===== config.mk =====
export PLATFORM = sky130hd
export DESIGN_NAME = keypad_scan_ctrl
export DESIGN_NICKNAME = d
export VERILOG_FILES = /design/src/rtl/keypad_pkg.sv /design/src/rtl/scan_tick_gen.sv /design/src/rtl/keypad_scan_ctrl.sv
export SDC_FILE = /design/constraint.sdc
export NUM_CORES = 1
export LEC_CHECK = 0
export CAP_MARGIN = 25
export CORE_ASPECT_RATIO = 0.6
export CORE_MARGIN = 5
export CORE_UTILIZATION = 40
export CTS_CLUSTER_SIZE = 20
export DETAILED_ROUTE_END_ITERATION = 7
export SETUP_SLACK_MARGIN = 0.3
export SLEW_MARGIN = 20
export SYNTH_ARGS = -nofsm -noshare
export SYNTH_HDL_FRONTEND = slang
export SYNTH_SLANG_ARGS = --single-unit

===== constraint.sdc =====
create_clock -name clk -period 4 [get_ports clk]
set_input_delay 0.4 -clock clk [delete_from_list [all_inputs] [get_ports clk]]
set_output_delay 0.4 -clock clk [all_outputs]
set_load 0.02 [all_outputs]

===== src/rtl/keypad_pkg.sv =====
// Shared types, constants and column-sample classifier for the 4x4 keypad scanner.
package keypad_pkg;

  localparam int unsigned ROWS   = 4;
  localparam int unsigned COLS   = 4;
  localparam int unsigned CODE_W = 4;

  typedef enum logic [1:0] {StScan, StConfirm, StHeld} state_e;

  typedef struct packed {
    logic       single;
    logic [1:0] idx;
  } col_class_t;

  // single is set only when exactly one column is low; idx is the lowest low column.
  function automatic col_class_t classify_col(input logic [COLS-1:0] col);
    col_class_t  res;
    int unsigned n_low;
    res.single = 1'b0;
    res.idx    = '0;
    n_low      = 0;
    for (int i = COLS - 1; i >= 0; i--) begin
      if (!col[i]) begin
        n_low++;
        res.idx = 2'(i);
      end
    end
    res.single = (n_low == 1);
    return res;
  endfunction

endpackage


===== src/rtl/scan_tick_gen.sv =====
// Free-running prescaler producing a one-cycle tick every SCAN_DIV clocks.
module scan_tick_gen #(
  parameter int unsigned SCAN_DIV = 50000
) (
  input  logic clk,
  input  logic reset,
  output logic tick
);

  localparam int unsigned    CntW   = (SCAN_DIV > 1) ? $clog2(SCAN_DIV) : 1;
  localparam logic [CntW-1:0] CntMax = CntW'(SCAN_DIV - 1);

  logic [CntW-1:0] cnt_q, cnt_d;

  assign tick = (cnt_q == CntMax);

  always_comb begin
    cnt_d = tick ? '0 : cnt_q + CntW'(1);
  end

  always_ff @(posedge clk or posedge reset) begin
    if (reset) begin
      cnt_q <= '0;
    end else begin
      cnt_q <= cnt_d;
    end
  end

endmodule


===== src/rtl/keypad_scan_ctrl.sv =====
// 4x4 keypad scanner: rotates an active-low row, synchronizes the columns and
// confirms a single key press/release over DEBOUNCE_SCANS consecutive ticks.
module keypad_scan_ctrl
  import keypad_pkg::*;
#(
  parameter int unsigned SCAN_DIV       = 50000,
  parameter int unsigned DEBOUNCE_SCANS = 4
) (
  input  logic              clk,
  input  logic              reset,
  input  logic [COLS-1:0]   col,
  output logic [ROWS-1:0]   row,
  output logic [CODE_W-1:0] key_code,
  output logic              key_valid,
  output logic              key_down
);

  localparam logic [7:0] DebN = 8'(DEBOUNCE_SCANS);

  logic              tick;
  logic [COLS-1:0]   col_meta_q, col_s_q;
  state_e            state_q, state_d;
  logic [1:0]        row_idx_q, row_idx_d;
  logic [7:0]        cnt_q, cnt_d, cnt_inc;
  logic [CODE_W-1:0] cand_q, cand_d, smp_code;
  logic [CODE_W-1:0] key_code_q, key_code_d;
  logic              key_valid_q, key_valid_d;
  logic              key_down_q, key_down_d;
  col_class_t        smp;

  scan_tick_gen #(
    .SCAN_DIV (SCAN_DIV)
  ) u_tick_gen (
    .clk   (clk),
    .reset (reset),
    .tick  (tick)
  );

  assign smp      = classify_col(col_s_q);
  assign smp_code = {row_idx_q, smp.idx};
  assign cnt_inc  = cnt_q + 8'd1;

  always_ff @(posedge clk or posedge reset) begin
    if (reset) begin
      col_meta_q  <= '1;
      col_s_q     <= '1;
      state_q     <= StScan;
      row_idx_q   <= '0;
      cnt_q       <= '0;
      cand_q      <= '0;
      key_code_q  <= '0;
      key_valid_q <= 1'b0;
      key_down_q  <= 1'b0;
    end else begin
      col_meta_q  <= col;
      col_s_q     <= col_meta_q;
      state_q     <= state_d;
      row_idx_q   <= row_idx_d;
      cnt_q       <= cnt_d;
      cand_q      <= cand_d;
      key_code_q  <= key_code_d;
      key_valid_q <= key_valid_d;
      key_down_q  <= key_down_d;
    end
  end

  // MULTI samples never count as a key: only smp.single is ever inspected.
  always_comb begin
    state_d     = state_q;
    row_idx_d   = row_idx_q;
    cnt_d       = cnt_q;
    cand_d      = cand_q;
    key_code_d  = key_code_q;
    key_valid_d = 1'b0;
    key_down_d  = key_down_q;
    if (tick) begin
      unique case (state_q)
        StScan: begin
          if (smp.single) begin
            cand_d = smp_code;
            if (DebN == 8'd1) begin
              key_code_d  = smp_code;
              key_valid_d = 1'b1;
              key_down_d  = 1'b1;
              cnt_d       = '0;
              state_d     = StHeld;
            end else begin
              cnt_d   = 8'd1;
              state_d = StConfirm;
            end
          end else begin
            row_idx_d = row_idx_q + 2'd1;
          end
        end
        StConfirm: begin
          if (smp.single && (smp_code == cand_q)) begin
            if (cnt_inc == DebN) begin
              key_code_d  = cand_q;
              key_valid_d = 1'b1;
              key_down_d  = 1'b1;
              cnt_d       = '0;
              state_d     = StHeld;
            end else begin
              cnt_d = cnt_inc;
            end
          end else begin
            cnt_d     = '0;
            state_d   = StScan;
            row_idx_d = row_idx_q + 2'd1;
          end
        end
        StHeld: begin
          if (smp.single) begin
            cnt_d = '0;
          end else if (cnt_inc == DebN) begin
            key_down_d = 1'b0;
            cnt_d      = '0;
            state_d    = StScan;
            row_idx_d  = row_idx_q + 2'd1;
          end else begin
            cnt_d = cnt_inc;
          end
        end
        default: state_d = StScan;
      endcase
    end
  end

  always_comb begin
    row       = ~(4'b0001 << row_idx_q);
    key_code  = key_code_q;
    key_valid = key_valid_q;
    key_down  = key_down_q;
  end

endmodule


Yosys cells after proc, flatten, opt, wreduce, memory -nomap -nowiden

Cells that the tools add are included.
Widths: inputs -> output; s select.

Output and inout port bits: 10
Input port bits: 6
Register bits after elaboration: 46
Logic and storage cells: 76

Reduce and logical (&&, ||, !) cells: 10
Add/subtract/negate cells: 6
Shifts and indexed selects: 1
Eq/ne operators: 14
Bitwise gates (word level): 1
Multiplexer cells: 34

Operators with widths:

| kind                  | count |
|---|---|
| $add 32x1->32 const B | 3 |
| $mux 32               | 3 |
| $eq 32x1->1 const B   | 1 |
| $mux 8                | 4 |
| $mux 2                | 13 |
| $pmux 8 s3            | 1 |
| $add 16x1->16 const B | 1 |
| $eq 16x16->1 const B  | 1 |
| $mux 16               | 1 |
| $ne 2x2->1 const B    | 7 |
| $pmux 2 s3            | 2 |
| $reduce_and 6->1      | 2 |
| $mux 1                | 9 |
| $add 8x1->8 const B   | 1 |
| $eq 8x3->1 const B    | 1 |
| $reduce_and 3->1      | 2 |
| $reduce_and 5->1      | 1 |
| $eq 4x4->1            | 1 |
| $not 4->4             | 1 |
| $reduce_and 4->1      | 1 |
| $shl 1x2->4 const A   | 1 |
| $ne 3x3->1 const B    | 1 |
| $reduce_bool 3->1     | 1 |
| $add 2x1->2 const B   | 1 |
| 6 further kinds       | 6 |

Longest topological paths before layout

Word-level depth: 12
Gate-level depth with buffers: 12
Mapped depth without buffers: 11

Cells and area by module

A second synthesis with hierarchy kept.

Cells, all modules: 236
Area total of the unflattened synthesis: 2532.4 µm²

Modules (own cells, without submodules):

| module           | sequential area each (µm²) | instances | area each (µm²) | cells an instance |
|---|---|---|---|---|
| keypad_scan_ctrl | 760.7                      | 1         | 1739.2          | 165 |
| scan_tick_gen    | 400.4                      | 1         | 793.3           | 71 |

Least setup slack after synthesis

OpenSTA, ideal clock, no wires.

Path kind: register to register
From: reg col_s_q[2]
To: reg row_idx_q[1]
Period minus slack after synthesis: 2.998 ns
Stages on the path, launching flop included: 11
Arrival time: 2.873 ns
Buffers on the path: 0
Library setup time: 0.125 ns
Data required time: 3.875 ns
Path slack: 1.002 ns
Path through: dfstp_2 -> inv_1 -> ha_1 -> xnor2_1 -> ha_1 -> or3_1 -> o211a_2 -> nor3_4 -> nor4b_4 -> and4b_4 -> mux2_4

Longest elaborated chain between the ends: 9
Elaborated cells between the ends (all ways): 15
Those cells by class: add/sub (2); eq/ne (5); mux (6); reduce/logical (2)

Ends and longest elaborated chain:

| item                           | RTL line               | text |
|---|---|---|
| start, declared                | keypad_scan_ctrl.sv:21 | `logic [COLS-1:0] col_meta_q, col_s_q;` |
| start signal, assigned         | keypad_scan_ctrl.sv:56 | `col_s_q <= col_meta_q;` |
| $mux 32                        | keypad_pkg.sv:23       | `if (!col[i]) begin` |
| $add 32x1->32                  | keypad_pkg.sv:24       | `n_low++;` |
| $mux 32                        | keypad_pkg.sv:23       |  |
| $add 32x1->32                  | keypad_pkg.sv:24       |  |
| $mux 32                        | keypad_pkg.sv:23       |  |
| $eq 32x1->1                    | keypad_pkg.sv:28       | `res.single = (n_low == 1);` |
| $logic_and 1x1->1              | keypad_scan_ctrl.sv:96 | `if (smp.single && (smp_code == cand_q)) begin` |
| $ne 2x2->1 (no line)           | n/a                    |  |
| $reduce_and 6->1 (no line) (*) | n/a                    |  |
| end signal, assigned           | keypad_scan_ctrl.sv:58 | `row_idx_q <= row_idx_d;` |
| end, declared                  | keypad_scan_ctrl.sv:23 | `logic [1:0] row_idx_q, row_idx_d;` |

Every way passes the cells marked *; elsewhere a longest branch is shown, timed or not.
A chain may end at the register's enable or synchronous reset.

Final worst setup path

Ends and elaborated chain as after synthesis.

==> flow_summary.toml <==
[setup_path]
cp_max_fo = 12
critPathRequiredTime_ps = 4190
endpoint_kind = "flop"
cp.arrival_ps = 3540
start_kind = "flop"
setup.worst_path.class = "reg -> reg"

[global_route]
gr-total-overflow = 0
grt_pass1_vias = 1578
antenna_found_initial = 0
grt_pass1_wl_um = 7560
grt_max_degree = 47
grt_use_total_pct = 12.3

[clocking]
cts_htree_levels = 2
cts_setup_buffers = 0
cts_hold_buf = 0
clk_pin_slew_ps = 80
worstSkewPairLatency_ps = 300
clockRootBuffer = "clkbuf_8"
cts_tree = "yes"
ctsResizeCount = 0
cts_buffer_depth = 2
cts.sinks = 46
cts_buffers = 5

[placed_design]
post-dp-hpwl_um = 3050
gp_congestion = 0.801
numPortBuffers = 15

[synthesis]
yosys_warnings = 0
synthArstFlopShare_pct = 100
synth_area_mm2 = 0.00241
synthCells = 231
yosysSeqAreaShare_pct = 48.1
synth_cell_types = 46
synth_edf_count = 0
synthTopCellsByArea = "dfrtp_1 39%, dfstp_2 8.7%, ha_1 7.3%"
syn_avg_cell_area_um2 = 10.5
synth-seq-cells = 46
synth_top_area_share_pct = 39.4
postSynthNetCount = 251
yosysTopAreaCell = "dfrtp_1"
ys.flop_type = "dfrtp_1"

[final_layout]
final_util_pct = 48.4
nets = 273
final_common_cell = "dfrtp_1"
n_antenna_cell = 0
areaGrowthSynthToFinish_pct = 14.4
layout-drive-gt1-share_pct = 12.6
mostFrequentLayoutCells = "38 x dfrtp_1, 23 x nand2_1, 19 x nor2_1"
multi_input_area_mm2 = 0.00117
regArea_mm2 = 0.00116
fillers = 530

[floorplanning]
die_area_mm2 = 0.00774
die_y_um = 70.2
rows = 21
coreArea_mm2 = 0.00570
die_x_um = 110
io_pins = 16
start_util_pct = 42.4

[routing]
drt_wl_total_um = 4270
drc = 0
final_antenna_net_count = 0
vias = 1619
wl_per_cell_um = 12.8
avgViaCountPerCell = 4.85
firstDrtPassIters = 4
drtIter0Drc = 110

[sta]
fin_setup_tns_ps = 0
setup_viol = 0
tightestPinTransition_ps = 781
drv_slew = 0
finalCriticalPeriod_ps = 3350
fin_worst_skew_ps = 8.11
fin_crit_sh_pct = 83.8
finalHoldViolations = 0
relSlewSlack_pct = 47.9
fmax_mhz = 298
rsz0062_at_grt = "false"

[run]
cap_violations = 0

[power]
powerDensity_mw_per_mm2 = 294
p_leak_nw = 1.25
peakVddDrop_mv = 0.175
power.total_w = 0.000811

[hold_path]
min_path_type = "reg -> reg"

[run_status]
outcome = "completed"
critical path: stages (launching register included):
cell and delay [ps]:
dfstp_2 550, inv_1 40, ha_1 340, xnor2_1 150, ha_1 300, or3_1 320
o211a_2 160, nor3_4 370, nor4b_4 260, buf_4 220, and4b_4 240, mux2_4 290
kinds of logic after synthesis:
| logic type | count (synthesis) | synth area share (%) |
|---|---|---|
| AOI/OAI and AO/OA | 32 | 8.76 |
| xor gates and xnor gates | 24 | 8.70 |
| adders and majority gates | 14 | 7.25 |
| buffers and inverters | 21 | 3.42 |
| DFF | 46 | 48.1 |
| muxes | 6 | 2.95 |
| and+or+nand+nor | 88 | 20.8 |
metal layers:
metal,routed length [um],GRT usage [%]
met4,47,2.87
met1,2470,20.2
met2,1540,15.1
met5,0,0
met3,211,3.96
Yosys cell counts (2+ instances only):
cell	instances
nand2_1	23
o21ai_1	3
nor2b_1	6
nor2_1	19
nand4_1	2
and3_1	3
or4b_1	3
o21a_1	2
xor2_1	12
nand3_1	10
nor3b_1	2
inv_1	19
mux2_2	5
nor3_1	4
xnor2_1	12
dfstp_2	8
o221ai_1	4
a211oi_1	2
a21oi_1	4
a31oi_1	3
dfrtp_1	38
ha_1	14
o21ai_0	8
and2_1	3
final cells by class:
class | instances | share of cell area [%]
clock inverters | 1 | 0.181
repair buffers | 17 | 5.98
clock buffers | 7 | 3.13
well taps | 80 | 3.62
multi-input cells | 164 | 42.4
flip-flops and latches | 46 | 42.0
inverters | 19 | 2.63
sequential cells by signal, indices dropped and copies added, names as in the netlist:
name	flops
state_q	2
key_code	4
row_idx_q	2
cand_q	4
key_valid	1
key_down	1
col_s_q	4
cnt_q	8
u_tick_gen.cnt_q	16
col_meta_q	4
stage by stage:
stage	hold WS (ps)	cell area, um2	setup WS, ps	instances
final	357	2760	647	334
after global routing	362	2760	466	334
after CTS	359	2760	670	334
after detailed placement	347	2670	693	326
after global placement	346	2670	763	326
after floorplan	345	2410	1000	231
power by group:
group	leakage, nW	total [W]	internal (W)	switching, W
registers	0.601	0.000475	0.000472	0.00000262
clock network	0.0482	0.000293	0.000140	0.000154
logic	0.602	0.0000428	0.0000171	0.0000257
worst paths after layout:
path | end | from | cells after the start | slack (ps)
worst max-delay path | row_idx_q[1] | col_s_q[2] | 11 | 650
worst min-delay path | col_s_q[3] | col_meta_q[3] | 0 | 360
worst max register to register | row_idx_q[1] | col_s_q[2] | 11 | 650
worst min register to register | col_s_q[3] | col_meta_q[3] | 0 | 360
max in group asynchronous | cnt_q[3] | reset | 2 | 2990
min in group asynchronous | u_tick_gen.cnt_q[0] | reset | 2 | 540
(Power assumes the default switching activity.)
